`src/rtl/instr_assembler_if.sv`:
```
// Request/response bus of the instruction word assembler: decoded fields in,
// assembled word plus instruction-memory word address out.
interface instr_assembler_if #(
    parameter int ADDR_W = 8
);
    logic              in_valid;
    logic              in_ready;
    logic [1:0]        in_fmt;
    logic [4:0]        in_rd;
    logic [4:0]        in_rs1;
    logic [4:0]        in_rs2;
    logic [2:0]        in_funct3;
    logic [31:0]       in_imm;
    logic              out_valid;
    logic              out_ready;
    logic [31:0]       out_instr;
    logic [ADDR_W-1:0] out_addr;

    // Producer of requests and consumer of assembled words
    modport master (
        output in_valid, in_fmt, in_rd, in_rs1, in_rs2, in_funct3, in_imm, out_ready,
        input  in_ready, out_valid, out_instr, out_addr
    );

    // The assembler itself
    modport slave (
        input  in_valid, in_fmt, in_rd, in_rs1, in_rs2, in_funct3, in_imm, out_ready,
        output in_ready, out_valid, out_instr, out_addr
    );
endinterface

```
`src/rtl/instr_assembler.sv`:
```
// Two-stage RISC-V I-load / S / B instruction word assembler. Stage 1 holds the
// range-checked request fields, stage 2 holds the scattered 32-bit word and the
// word address taken from a write pointer that advances on each output handshake.
// Illegal requests are consumed without entering the pipeline and are counted.
module instr_assembler #(
    parameter int ADDR_W = 8
) (
    input  logic             clk,
    input  logic             reset_n,
    instr_assembler_if.slave bus,
    input  logic             addr_clr,
    output logic [7:0]       err_cnt,
    output logic [1:0]       err_code
);

    typedef enum logic [1:0] {
        FMT_LOAD   = 2'b00,
        FMT_STORE  = 2'b01,
        FMT_BRANCH = 2'b10,
        FMT_RSVD   = 2'b11
    } fmt_e;

    typedef enum logic [1:0] {
        ERR_NONE  = 2'b00,
        ERR_RANGE = 2'b01,
        ERR_ALIGN = 2'b10,
        ERR_FMT   = 2'b11
    } err_e;

    // Only legal requests reach stage 1, so a 13-bit immediate covers every format.
    typedef struct packed {
        fmt_e        fmt;
        logic [4:0]  rd;
        logic [4:0]  rs1;
        logic [4:0]  rs2;
        logic [2:0]  funct3;
        logic [12:0] imm;
    } req_t;

    localparam logic [6:0] OP_LOAD   = 7'b0000011;
    localparam logic [6:0] OP_STORE  = 7'b0100011;
    localparam logic [6:0] OP_BRANCH = 7'b1100011;

    // Handshake / flow-control terms
    logic s2_free;
    logic in_ready;
    logic in_hs;
    logic out_hs;
    logic s1_adv;

    // Incoming request decode
    fmt_e               in_fmt;
    logic signed [31:0] imm_s;
    err_e               chk_code;
    req_t               in_req;

    // Assembled word from stage 1 contents
    logic [31:0] asm_instr;

    // State
    logic              s1_valid_q, s1_valid_d;
    req_t              s1_req_q,   s1_req_d;
    logic              s2_valid_q, s2_valid_d;
    logic [31:0]       s2_instr_q, s2_instr_d;
    logic [ADDR_W-1:0] s2_addr_q,  s2_addr_d;
    logic [ADDR_W-1:0] ptr_q,      ptr_d;
    logic [7:0]        err_cnt_q,  err_cnt_d;
    err_e              err_code_q, err_code_d;

    // Flow control: stage 2 frees up when it drains, stage 1 when it moves on
    always_comb begin
        s2_free  = !s2_valid_q || bus.out_ready;
        in_ready = !s1_valid_q || s2_free;
        in_hs    = bus.in_valid && in_ready;
        out_hs   = s2_valid_q && bus.out_ready;
        s1_adv   = s1_valid_q && s2_free;
    end

    // Legality check of the offered request; the first failing rule names the cause
    always_comb begin
        in_fmt   = fmt_e'(bus.in_fmt);
        imm_s    = signed'(bus.in_imm);
        chk_code = ERR_NONE;
        if (in_fmt == FMT_RSVD) begin
            chk_code = ERR_FMT;
        end else if (in_fmt == FMT_BRANCH) begin
            if (bus.in_imm[0]) begin
                chk_code = ERR_ALIGN;
            end else if (imm_s < -32'sd4096 || imm_s > 32'sd4094) begin
                chk_code = ERR_RANGE;
            end
        end else if (imm_s < -32'sd2048 || imm_s > 32'sd2047) begin
            chk_code = ERR_RANGE;
        end

        in_req.fmt    = in_fmt;
        in_req.rd     = bus.in_rd;
        in_req.rs1    = bus.in_rs1;
        in_req.rs2    = bus.in_rs2;
        in_req.funct3 = bus.in_funct3;
        in_req.imm    = bus.in_imm[12:0];
    end

    // Scatter the stage-1 immediate into the bit layout of its format
    always_comb begin
        // NOTE: every always_comb output gets a default first, so no path can infer a latch.
        asm_instr = '0;
        case (s1_req_q.fmt)
            FMT_LOAD:  asm_instr = {s1_req_q.imm[11:0], s1_req_q.rs1, s1_req_q.funct3,
                                   s1_req_q.rd, OP_LOAD};
            FMT_STORE: asm_instr = {s1_req_q.imm[11:5], s1_req_q.rs2, s1_req_q.rs1,
                                   s1_req_q.funct3, s1_req_q.imm[4:0], OP_STORE};
            default:   asm_instr = {s1_req_q.imm[12], s1_req_q.imm[10:5], s1_req_q.rs2,
                                   s1_req_q.rs1, s1_req_q.funct3, s1_req_q.imm[4:1],
                                   s1_req_q.imm[11], OP_BRANCH};
        endcase
    end

    // Next state of both stages, the write pointer and the error status
    always_comb begin
        s1_valid_d = s1_valid_q;
        s1_req_d   = s1_req_q;
        s2_valid_d = s2_valid_q;
        s2_instr_d = s2_instr_q;
        s2_addr_d  = s2_addr_q;
        ptr_d      = ptr_q;
        err_cnt_d  = err_cnt_q;
        err_code_d = err_code_q;

        // Clear beats a coincident handshake increment.
        if (addr_clr) begin
            ptr_d = '0;
        end else if (out_hs) begin
            ptr_d = ptr_q + ADDR_W'(1);
        end

        if (s1_adv) begin
            s1_valid_d = 1'b0;
        end
        if (in_hs) begin
            if (chk_code == ERR_NONE) begin
                s1_valid_d = 1'b1;
                s1_req_d   = in_req;
            end else begin
                err_code_d = chk_code;
                if (err_cnt_q != 8'hFF) begin
                    err_cnt_d = err_cnt_q + 8'd1;
                end
            end
        end

        // A word entering stage 2 takes the pointer value that will be current once
        // any word leaving stage 2 this cycle has been counted.
        if (out_hs) begin
            s2_valid_d = 1'b0;
        end
        if (s1_adv) begin
            s2_valid_d = 1'b1;
            s2_instr_d = asm_instr;
            s2_addr_d  = ptr_d;
        end
    end

    // State registers; reset empties both stages and clears pointer and status
    always_ff @(posedge clk or negedge reset_n) begin
        if (!reset_n) begin
            s1_valid_q <= 1'b0;
            s1_req_q   <= '0;
            s2_valid_q <= 1'b0;
            s2_instr_q <= '0;
            s2_addr_q  <= '0;
            ptr_q      <= '0;
            err_cnt_q  <= '0;
            err_code_q <= ERR_NONE;
        end else begin
            // NOTE: non-blocking assignments so every register samples pre-edge values.
            s1_valid_q <= s1_valid_d;
            s1_req_q   <= s1_req_d;
            s2_valid_q <= s2_valid_d;
            s2_instr_q <= s2_instr_d;
            s2_addr_q  <= s2_addr_d;
            ptr_q      <= ptr_d;
            err_cnt_q  <= err_cnt_d;
            err_code_q <= err_code_d;
        end
    end

    assign bus.in_ready  = in_ready;
    assign bus.out_valid = s2_valid_q;
    assign bus.out_instr = s2_instr_q;
    assign bus.out_addr  = s2_addr_q;
    assign err_cnt       = err_cnt_q;
    assign err_code      = err_code_q;

endmodule

```
`src/flat_wrapper.sv`:
```
// flat-port wrapper written by rule: the top's interface ports become plain ports
module instr_assembler_flat 
#(
    parameter int ADDR_W = 8
)
  (clk, reset_n, addr_clr, err_cnt, err_code, bus_in_valid, bus_in_fmt, bus_in_rd, bus_in_rs1, bus_in_rs2, bus_in_funct3, bus_in_imm, bus_out_ready, bus_in_ready, bus_out_valid, bus_out_instr, bus_out_addr);
  instr_assembler_if #(.ADDR_W(ADDR_W)) bus_i ();
  input  logic clk;
  input  logic reset_n;
  input  logic addr_clr;
  output logic [7:0] err_cnt;
  output logic [1:0] err_code;
  input wire logic [$bits(bus_i.in_valid)-1:0] bus_in_valid;
  input wire logic [$bits(bus_i.in_fmt)-1:0] bus_in_fmt;
  input wire logic [$bits(bus_i.in_rd)-1:0] bus_in_rd;
  input wire logic [$bits(bus_i.in_rs1)-1:0] bus_in_rs1;
  input wire logic [$bits(bus_i.in_rs2)-1:0] bus_in_rs2;
  input wire logic [$bits(bus_i.in_funct3)-1:0] bus_in_funct3;
  input wire logic [$bits(bus_i.in_imm)-1:0] bus_in_imm;
  input wire logic [$bits(bus_i.out_ready)-1:0] bus_out_ready;
  output wire logic [$bits(bus_i.in_ready)-1:0] bus_in_ready;
  output wire logic [$bits(bus_i.out_valid)-1:0] bus_out_valid;
  output wire logic [$bits(bus_i.out_instr)-1:0] bus_out_instr;
  output wire logic [$bits(bus_i.out_addr)-1:0] bus_out_addr;
  assign bus_i.in_valid = bus_in_valid;
  assign bus_i.in_fmt = bus_in_fmt;
  assign bus_i.in_rd = bus_in_rd;
  assign bus_i.in_rs1 = bus_in_rs1;
  assign bus_i.in_rs2 = bus_in_rs2;
  assign bus_i.in_funct3 = bus_in_funct3;
  assign bus_i.in_imm = bus_in_imm;
  assign bus_i.out_ready = bus_out_ready;
  assign bus_in_ready = bus_i.in_ready;
  assign bus_out_valid = bus_i.out_valid;
  assign bus_out_instr = bus_i.out_instr;
  assign bus_out_addr = bus_i.out_addr;
  instr_assembler #(.ADDR_W(ADDR_W)) u_core (.clk(clk), .reset_n(reset_n), .bus(bus_i), .addr_clr(addr_clr), .err_cnt(err_cnt), .err_code(err_code));
endmodule
```
`config.mk`:
```
export PLATFORM = sky130hd
export DESIGN_NAME = instr_assembler_flat
export DESIGN_NICKNAME = d
export VERILOG_FILES = /design/src/rtl/instr_assembler_if.sv /design/src/rtl/instr_assembler.sv /design/src/flat_wrapper.sv
export SDC_FILE = /design/constraint.sdc
export NUM_CORES = 1
export LEC_CHECK = 0
export CORE_ASPECT_RATIO = 1.5
export CORE_MARGIN = 5
export CORE_UTILIZATION = 43
export DETAILED_ROUTE_END_ITERATION = 16
export HOLD_SLACK_MARGIN = 0.03
export PLACE_DENSITY = 0.77
export SLEW_MARGIN = 20
export SYNTH_ARGS = -nofsm -noshare
export SYNTH_HDL_FRONTEND = slang
export SYNTH_SLANG_ARGS = --single-unit
```
`constraint.sdc`:
```
create_clock -name clk -period 1.6 [get_ports clk]
set_input_delay 0.32 -clock clk [delete_from_list [all_inputs] [get_ports clk]]
set_output_delay 0.32 -clock clk [all_outputs]
set_load 0.1 [all_outputs]
```
; ---- Yosys cells after proc, flatten, opt, wreduce, memory -nomap -nowiden
; Index checks and enable logic that the tools add are counted.
[word_totals]
output_inout_bits = 52
regBits = 93
word_cells = 52
in_bits = 57
[op_classes]
n_bitwise = 1
magnitude_cmp = 4
addsub = 2
n_reduce_logical = 15
n_eq_ne = 4
muxes = 13
[op_table]
columns = operator, n
row1 = $pmux 32 s2, 1
row2 = $gt 32x12->1 const B, 1
row3 = $gt 32x13->1 const B, 1
row4 = $lt 32x12->1 const B, 1
row5 = $lt 32x13->1 const B, 1
row6 = $add 8x1->8 const B, 2
row7 = $mux 8, 2
row8 = $ne 8x8->1 const B, 1
row9 = $mux 1, 7
row10 = $mux 2, 3
row11 = $eq 2x2->1 const B, 2
row12 = $logic_not 2->1, 2
row13 = $logic_or 1x1->1, 4
row14 = $reduce_and 2->1, 2
row15 = $logic_and 1x1->1, 3
row16 = $reduce_and 3->1, 1
row17 = $eq 2x1->1 const B, 1
row18 = $logic_not 1->1, 2
row19 = $reduce_bool 2->1, 1
row20 = $not 1->1, 1

; ---- Logic depth before layout (Yosys ltp)
[depth]
ltp_word = 9
mapped_depth = 7
ltp_nobuf = 6

; ---- Worst setup path after synthesis
; Ideal clock, no wire load.
[synth_timing]
path_kind = register to register
start = register u_core.s2_valid_q (netlist: u_core.bus.out_valid)
end = register u_core.err_cnt_q[1] (netlist: u_core.err_cnt[1])
path_slack_ps = -1832
path_stages_with_launch = 6
period_less_slack_ps = 3432
n_path_buf = 0
required_ps = 1474
arrival_time_ps = 3306
setup_time_ps = 126
cell_sequence = dfrtp_1 nand3b_1 nand2_2 a31oi_1 a22oi_2 mux2_4
[synth_via]
elab_chain_cells = 5
[synth_lines]
columns = element, line
row1 = start: declaration, instr_assembler.sv:63  ; logic s2_valid_q, s2_valid_d;
row2 = start signal: assignment, instr_assembler.sv:179  ; s2_valid_q <= s2_valid_d;
row3 = $logic_not 1->1, instr_assembler.sv:72  ; s2_free = !s2_valid_q || bus.out_ready;
row4 = $logic_or 1x1->1, instr_assembler.sv:72
row5 = $logic_or 1x1->1, instr_assembler.sv:73  ; in_ready = !s1_valid_q || s2_free;
row6 = net bus_in_ready, flat_wrapper.sv:21  ; output wire logic [$bits(bus_i.in_ready)-1:0] bus_in_ready;
row7 = $logic_and 1x1->1, instr_assembler.sv:74  ; in_hs = bus.in_valid && in_ready;
row8 = $reduce_and 3->1 (no source line), -
row9 = end signal: assignment, instr_assembler.sv:183  ; err_cnt_q <= err_cnt_d;
row10 = end: declaration, instr_assembler.sv:67  ; logic [7:0] err_cnt_q, err_cnt_d;
; The timed path passes the listed nets, and every way through them passes these cells.
; A chain may end at the register's enable or synchronous reset.

; ---- Worst setup path in the final report
[layout_timing]
start = input bus_in_imm[21]
end = register u_core.err_cnt_q[2] (netlist: u_core.err_cnt[2])
[layout_via]
elab_chain_cells = 9
elab_cells_between_ends = 14
cone_classes = order compare: 4 / mux: 5 / bitwise: 1 / reduce/logical: 4
[layout_lines]
columns = element, line
row1 = start: declaration, flat_wrapper.sv:19  ; input wire logic [$bits(bus_i.in_imm)-1:0] bus_in_imm;
row2 = $lt 32x13->1 or $gt 32x13->1 (tied branches), instr_assembler.sv:89  ; end else if (imm_s < -32'sd4096 || imm_s > 32'sd4094) begin
row3 = $logic_or 1x1->1, instr_assembler.sv:89
row4 = $mux 1, instr_assembler.sv:89
row5 = $mux 2, instr_assembler.sv:87  ; if (bus.in_imm[0]) begin
row6 = $mux 2 *, instr_assembler.sv:86  ; end else if (in_fmt == FMT_BRANCH) begin
row7 = $mux 2 *, instr_assembler.sv:84  ; if (in_fmt == FMT_RSVD) begin
row8 = $logic_not 2->1 *, instr_assembler.sv:141  ; if (chk_code == ERR_NONE) begin
row9 = $not 1->1 (no source line) *, -
row10 = $reduce_and 3->1 (no source line) *, -
; Mark *: on every way between the ends. The rest lies on a longest branch, timed or not.

==> impl_metrics.yaml <==
outcome:
  outcome: "finished with violations"
  violations: "negative setup slack"
pwr:
  p_leak_nw: 3.27
  peakVddDrop_uv: 1750
  powerDensity_nw_per_um2: 1070
grt:
  grt_max_degree: 41
  first_global_vias: 3418
  grt-ovfl-total: 0
  antenna_found_initial: 0
  track_usage_pct: 19.8
  grt_pass1_wl_um: 16900
worst_hold_path:
  hold_path_class: "in -> reg"
detailed_routing:
  dr_wl_met3_um: 647
  wl_per_cell_um: 18.8
  drtIter0Drc: 79
  routed_wl_um: 11000
  top_layer: "met4"
  wl_met2_um: 6060
  met1_length_um: 3860
  drc_errors: 0
  drt_first_pass_iters: 6
  viasPerCell: 5.19
  vias: 3020
  ant_nets: 0
finish:
  drive_gt1_share_pct: 51.5
  utilization_pct: 76.1
  diodes: 0
  multi_input_area_sq_um: 1870
  fillCellCount: 518
  layout.nets: 526
  register_area_sq_um: 2230
  area_growth_pct: 71.9
logic_synthesis:
  yosys_warnings: 0
  ys_ff_latch: 89
  async_flop_share_pct: 100
  syn_area_sq_um: 3930
  syn_inst: 296
  synth_largest_area_cell: "dfrtp_1"
  synth_most_common_cell: "dfrtp_1"
  synth_top_cell_area_share_pct: 56.6
  synth.avg_cell_area_sq_um: 13.3
  ys_seq_area_share_pct: 56.6
  synthFlopType: "dfrtp_1"
  synth.distinct_cells: 43
  synth_edf_count: 0
  synthTopCellsByArea: "dfrtp_1 57%, mux2_4 11%, mux2_2 6.3%"
  ys_top_cells_by_count: "89 x dfrtp_1, 30 x mux2_4, 25 x nand2_1, 22 x mux2_2, 15 x nand3_1"
timing:
  setup_ws_ns: -0.173
  rsz0062_at_grt: "yes"
  timing.hold.ws_ns: 0.397
  fin_skew_ns: 0.00503
  fin_crit_ns: 1.77
  final-setup-viol-count: 42
  hold_violations: 0
  fmax_mhz: 564
  period_share_pct: 111
  slew_viol_final: 0
  setup-tns-final_ns: -5.29
clock_network:
  ctsRootBufferMaster: "clkbuf_16"
  clockBufferDepth: 2
  tritoncts.num_buffers: 9
  clk_latency_ns: 0.34
  cts.sinks: 89
  clk_pin_slew_ns: 0.06
  htree_levels: 3
  cts_tree: "yes"
setup_path:
  arrival_ns: 1.99
  slowest_delay_ns: 0.32
  crit_type: "in -> reg"
  crit_slowest_cell: "a22oi_2"
  start_kind: "primary input"
  reg2reg_slack_ns: -0.17
  crit_chain: "clkdlybuf4s15_1 -> nand4_1 -> nor3_4 -> a2bb2oi_4 -> buf_6 -> a22oi_2 -> buf_6 -> nor2_4 -> xor2_1"
  crit_fanout: 4
  path_common_cell: "buf_6"
  end_kind: "register"
  cp.required_ns: 1.82
die:
  ioPinCount: 109
  initial_core_util_pct: 44.3
  fp.coreArea_sq_um: 8880
  row_count: 42
  die_w_um: 88.1
  die-area_sq_um: 11200
  die-height_um: 127
placed_design:
  port_buffers: 105
  gp_congestion: 0.852
  hpwl_um: 7260
flow_run:
  cap_violations: 0
-- metrics by stage --
stage          power [mW]  setup WS [ns]  cell area [sq um]  instances
2_1_floorplan        3.58          -1.21               3970        298
3_3_place_gp         4.59         -0.620               5910        541
3_5_place_dp         4.64         -0.692               5910        541
4_1_cts              7.16         -0.127               6620        574
5_1_grt              7.46         -0.229               6760        582
6_report             7.21         -0.173               6760        582
-- logic make-up (layout without fill, tap and decap cells) --
kind of cell | Yosys count | count (layout) | synth area share (%)
XOR/XNOR | 14 | 14 | 3.12
buffers and inverters | 16 | 190 | 2.48
other | 1 | 3 | 0.0954
AND/OR/NAND/NOR | 80 | 80 | 10.8
adder cells (fa/ha/maj) | 2 | 2 | 0.636
multiplexers | 63 | 63 | 20.6
AO/OA/AOI/OAI | 31 | 31 | 5.70
flip-flops | 89 | 89 | 56.6
-- power by group --
| group | leakage [nW] | internal [mW] | switching, mW | total [mW] |
|---|---|---|---|---|
| sequential | 1.21 | 2.36 | 0.108 | 2.47 |
| combinational | 1.89 | 0.942 | 1.40 | 2.34 |
| clock | 0.166 | 1.57 | 0.834 | 2.40 |
-- timing repair --
item	4_1_cts	5_1_grt
gates cloned	4	0
gates resized for setup	112	42
hold endpoints to repair	18	0
setup endpoints to repair	48	53
pin swaps	30	27
setup buffers	14	8
hold buffers	1	0
-- cell usage in the layout, fill, tap and decap left out, types with 3 or more instances in the layout --
master           Yosys  routed
clkdlybuf4s50_1      0      30
buf_2                0       6
o21ai_0             13      11
and3_4               1       4
nor2_1              14       9
o31ai_1              5       3
clkdlybuf4s15_1      0       3
mux2i_1             11      11
nor2_4               1       6
nand4_1              5       5
buf_12               0      54
conb_1               1       3
nor4_4               1       5
mux2_2              22      18
buf_16               0       4
nand3_2              0       3
clkbuf_16            0       9
dlygate4sd2_1        0       3
bufinv_16            0       3
dfrtp_1             89      87
nand3_1             15      12
mux2_4              30      34
nor3_4               0       3
clkbuf_2             0       5
nand2b_1             3       3
xor2_1              12      12
buf_4                4      51
buf_6                3      14
nand2_1             25      24
-- worst max-delay path, delay by kind of cell --
| family | cells | cell delay [ns] |
|---|---|---|
| simple gates | 3 | 0.51 |
| xor+xnor | 1 | 0.16 |
| compound gates | 2 | 0.44 |
| buf+inv | 3 | 0.56 |
-- cell type report --
cell class	count	area share (%)
clock buffers	11	3.59
clock inverters	5	1.52
inverters	2	0.111
multi-input cells	193	27.6
flip-flops and latches	89	33.0
well taps	110	2.04
repair buffers	172	32.1
-- flip-flops by register name, summed over array words and instances, names as in the netlist --
register and flops:
u_core.bus.out_addr 8, u_core.s1_valid_q 1, u_core.err_code 2, u_core.ptr_q 8
u_core.bus.out_instr 28, u_core.s1_req_q 33, u_core.bus.out_valid 1, u_core.err_cnt 8
-- metal layers --
layer,global-route usage [%],up-vias
met4,9.34,0
li1,-,1392
met5,0,-
met2,36.0,106
met3,5.41,35
met1,20.6,1487
-- worst paths after layout --
path,startpoint,to,cells after the start
worst max-delay path,bus_in_imm[21],u_core.err_cnt[2],9
worst min-delay path,bus_in_imm[12],u_core.s1_req_q[12],3
worst max register to register,u_core.err_cnt[1],u_core.err_cnt[2],7
worst min register to register,u_core.s1_req_q[7],u_core.s1_req_q[7],1
max in group asynchronous,reset_n,u_core.bus.out_addr[4],3
min in group asynchronous,reset_n,u_core.err_cnt[1],2
Note: power is estimated with default switching activity, not from simulation.
==> RTL edit: new RTL, same flow settings <==
`ADDR_W` is set to 8 in 3 places; all go to 9.
--- a/src/rtl/instr_assembler_if.sv
+++ b/src/rtl/instr_assembler_if.sv
@@ -1,7 +1,7 @@
 // Request/response bus of the instruction word assembler: decoded fields in,
 // assembled word plus instruction-memory word address out.
 interface instr_assembler_if #(
-    parameter int ADDR_W = 8
+    parameter int ADDR_W = 9
 );
     logic              in_valid;
     logic              in_ready;
--- a/src/rtl/instr_assembler.sv
+++ b/src/rtl/instr_assembler.sv
@@ -3,7 +3,7 @@
 // word address taken from a write pointer that advances on each output handshake.
 // Illegal requests are consumed without entering the pipeline and are counted.
 module instr_assembler #(
-    parameter int ADDR_W = 8
+    parameter int ADDR_W = 9
 ) (
     input  logic             clk,
     input  logic             reset_n,
--- a/src/flat_wrapper.sv
+++ b/src/flat_wrapper.sv
@@ -1,7 +1,7 @@
 // flat-port wrapper written by rule: the top's interface ports become plain ports
 module instr_assembler_flat 
 #(
-    parameter int ADDR_W = 8
+    parameter int ADDR_W = 9
 )
   (clk, reset_n, addr_clr, err_cnt, err_code, bus_in_valid, bus_in_fmt, bus_in_rd, bus_in_rs1, bus_in_rs2, bus_in_funct3, bus_in_imm, bus_out_ready, bus_in_ready, bus_out_valid, bus_out_instr, bus_out_addr);
   instr_assembler_if #(.ADDR_W(ADDR_W)) bus_i ();
Ports: changed (resized bus_out_addr); port bits go from 109 to 110. No check against the original RTL was run, so the function may have changed too.
==> RTL edit against the original RTL <==
Combinational power fell by 24%; wire length fell by 7.6%; cell area fell by 2.3%; die area rose by 2.4%; clock skew fell by 0.83 ps; critical endpoint is now u_core.s1_req_q[15]$_DFFE_PN0P_; core utilization fell by 4.3 points; worst setup slack got worse by 27 ps; sequential share of layout area rose by 1.5 points; synthesized area rose by 2.6%; largest cell class unchanged; total power fell by 7.3%; the run still ends with negative setup slack left; sequential cell count rose by 2.
==> RTL edit: results (changes against the original RTL) <==
# setup viols final: 36 (was 42)
routability cong.: 0.791 (was 0.852)
clk buf depth: 2 (unchanged)
HP Start: bus_in_imm[11] (was bus_in_imm[12])
Final nets: 516 (was 526)
VDD IR-drop max: 1630 uV (was 1750 uV)
failing checks: negative setup slack (unchanged)
first-pass GRT wire length: 16400 um (was 16900 um)
IO Port Bufs: 106 (was 105)
register area share after synthesis: 0.564 (was 0.566)
share of cells above drive strength 1: 0.450 (was 0.515)
number of global-route vias before repair: 3275 (was 3418)
cts bufs inserted: 9 (unchanged)
final worst slack: -199 ps (was -173 ps)
Leakage: 3.04 nW (was 3.27 nW)
first-pass iteration count of the detailed router: 5 (was 6)
Yosys cell types: 36 (was 43)
clock root buffer: clkbuf_16 (unchanged)
Worst Path Arrival: 2030 ps (was 1990 ps)
post-DR wirelength/cell: 17.6 um (was 18.8 um)
setup TNS: -5140 ps (was -5290 ps)
total number of vias: 2987 (was 3020)
dpl ws: -885 ps (was -692 ps)
DP HPWL: 7370 um (was 7260 um)
Starting DRT DRC Count: 117 (was 79)
Reg-to-Reg Start: u_core.bus.out_valid$_DFFE_PN0P_ (was u_core.err_cnt[1]$_DFFE_PN0P_)
synth cell count leaders: dfrtp_1 (91), nand2_1 (32), mux2_4 (29), mux2_2 (23), o21ai_0 (16) (was dfrtp_1 (89), mux2_4 (30), nand2_1 (25), mux2_2 (22), nand3_1 (15))
top cells by area, synth: dfrtp_1 (56%), mux2_4 (11%), mux2_2 (6.4%), nand2_1 (3.0%), mux2i_1 (2.7%) (was dfrtp_1 (57%), mux2_4 (11%), mux2_2 (6.3%), mux2i_1 (2.8%), xor2_1 (2.7%))
Overall Global Routing Usage: 0.189 (was 0.198)
Critical Path Fanout Max: 7 (was 4)
Post-synth ARST share: 1.00 (unchanged)
Setup Skew: 4.20 ps (was 5.03 ps)
status: complete, but fails checks (unchanged)
initial antenna violation count: 0 (unchanged)
CP Launch Point: bus_in_imm[31] (was bus_in_imm[21])
[RTL edit: changes by cell type after synthesis, moves of 3 or more]
cell      delta
buf_12       +4
nand4_1      +3
nand2_1      +7
a211oi_1     +4
nand3_1      -6
buf_6        -3
o21ai_0      +3
[RTL edit: routing by layer]
metal | up-vias | routed length [um] | global-route usage
met2 | 92 | 5530 | 0.322
met4 | 0 | 397 | 0.0973
met3 | 30 | 570 | 0.0480
met1 | 1475 | 3630 | 0.214
li1 | 1390 | - | -
met5 | - | 0 | 0
[RTL edit: what timing repair did]
| action | 4_1_cts | 5_1_grt |
|---|---|---|
| cloned | 1 | 0 |
| hold buffers | 1 | 0 |
| hold endpoints to repair | 26 | 0 |
| endpoints found under the setup margin | 45 | 43 |
| resized for setup | 97 | 21 |
| setup buffers | 6 | 2 |
| pin swaps | 16 | 16 |
[RTL edit: final cells by class]
type | count | area, um2
clock buffers | 10 | 239
clock inverters | 6 | 113
fillers | 577 | 2600
inverters | 3 | 11.3
multi-input cells | 200 | 1830
flip-flops and latches | 91 | 2280
well taps | 112 | 140
repair buffers | 152 | 1990
[RTL edit: logic make-up after synthesis]
logic type / after synthesis / share of synthesized area
buffers and inverters: 18 / 0.0366
AOI/OAI and AO/OA: 37 / 0.0623
and+or+nand+nor: 80 / 0.0980
muxes: 63 / 0.199
xor gates and xnor gates: 15 / 0.0325
DFF: 91 / 0.564
adders and majority gates: 2 / 0.00620
other: 1 / 0.000929
[RTL edit: final timing paths]
| path | depth (start not counted) | endpoint | slack (ps) |
|---|---|---|---|
| setup / recovery | 9 | u_core.s1_req_q[15]$_DFFE_PN0P_ | -200 |
| hold / removal | 2 | u_core.s1_req_q[11]$_DFFE_PN0P_ | 250 |
| setup reg to reg | 5 | u_core.s1_req_q[15]$_DFFE_PN0P_ | -90 |
| hold reg to reg | 1 | u_core.s1_req_q[12]$_DFFE_PN0P_ | 510 |
| max in group asynchronous | 3 | u_core.bus.out_instr[10]$_DFFE_PN0P_ | 610 |
| min in group asynchronous | 2 | u_core.bus.out_instr[16]$_DFFE_PN0P_ | 430 |
[RTL edit: metrics by stage]
stage | instance area, um2 | instances
floorplan | 4150 | 309
global placement | 6070 | 549
detailed placement | 6070 | 549
CTS | 6540 | 572
global route | 6600 | 574
finish | 6600 | 574
[RTL edit: worst max-delay path: stages]
cell      delay [ps]
buf_8             80
buf_6             90
nand4_1           80
a2111o_1         450
o22ai_4          140
and4_4           290
buf_6            140
buf_12           140
mux2_4           300
[RTL edit: where the power goes]
group	switching [W]	leakage [nW]	total [W]	internal, W
Clock	0.000867	0.173	0.00244	0.00157
Sequential	0.0000726	1.25	0.00246	0.00239
Combinational	0.00110	1.62	0.00178	0.000682
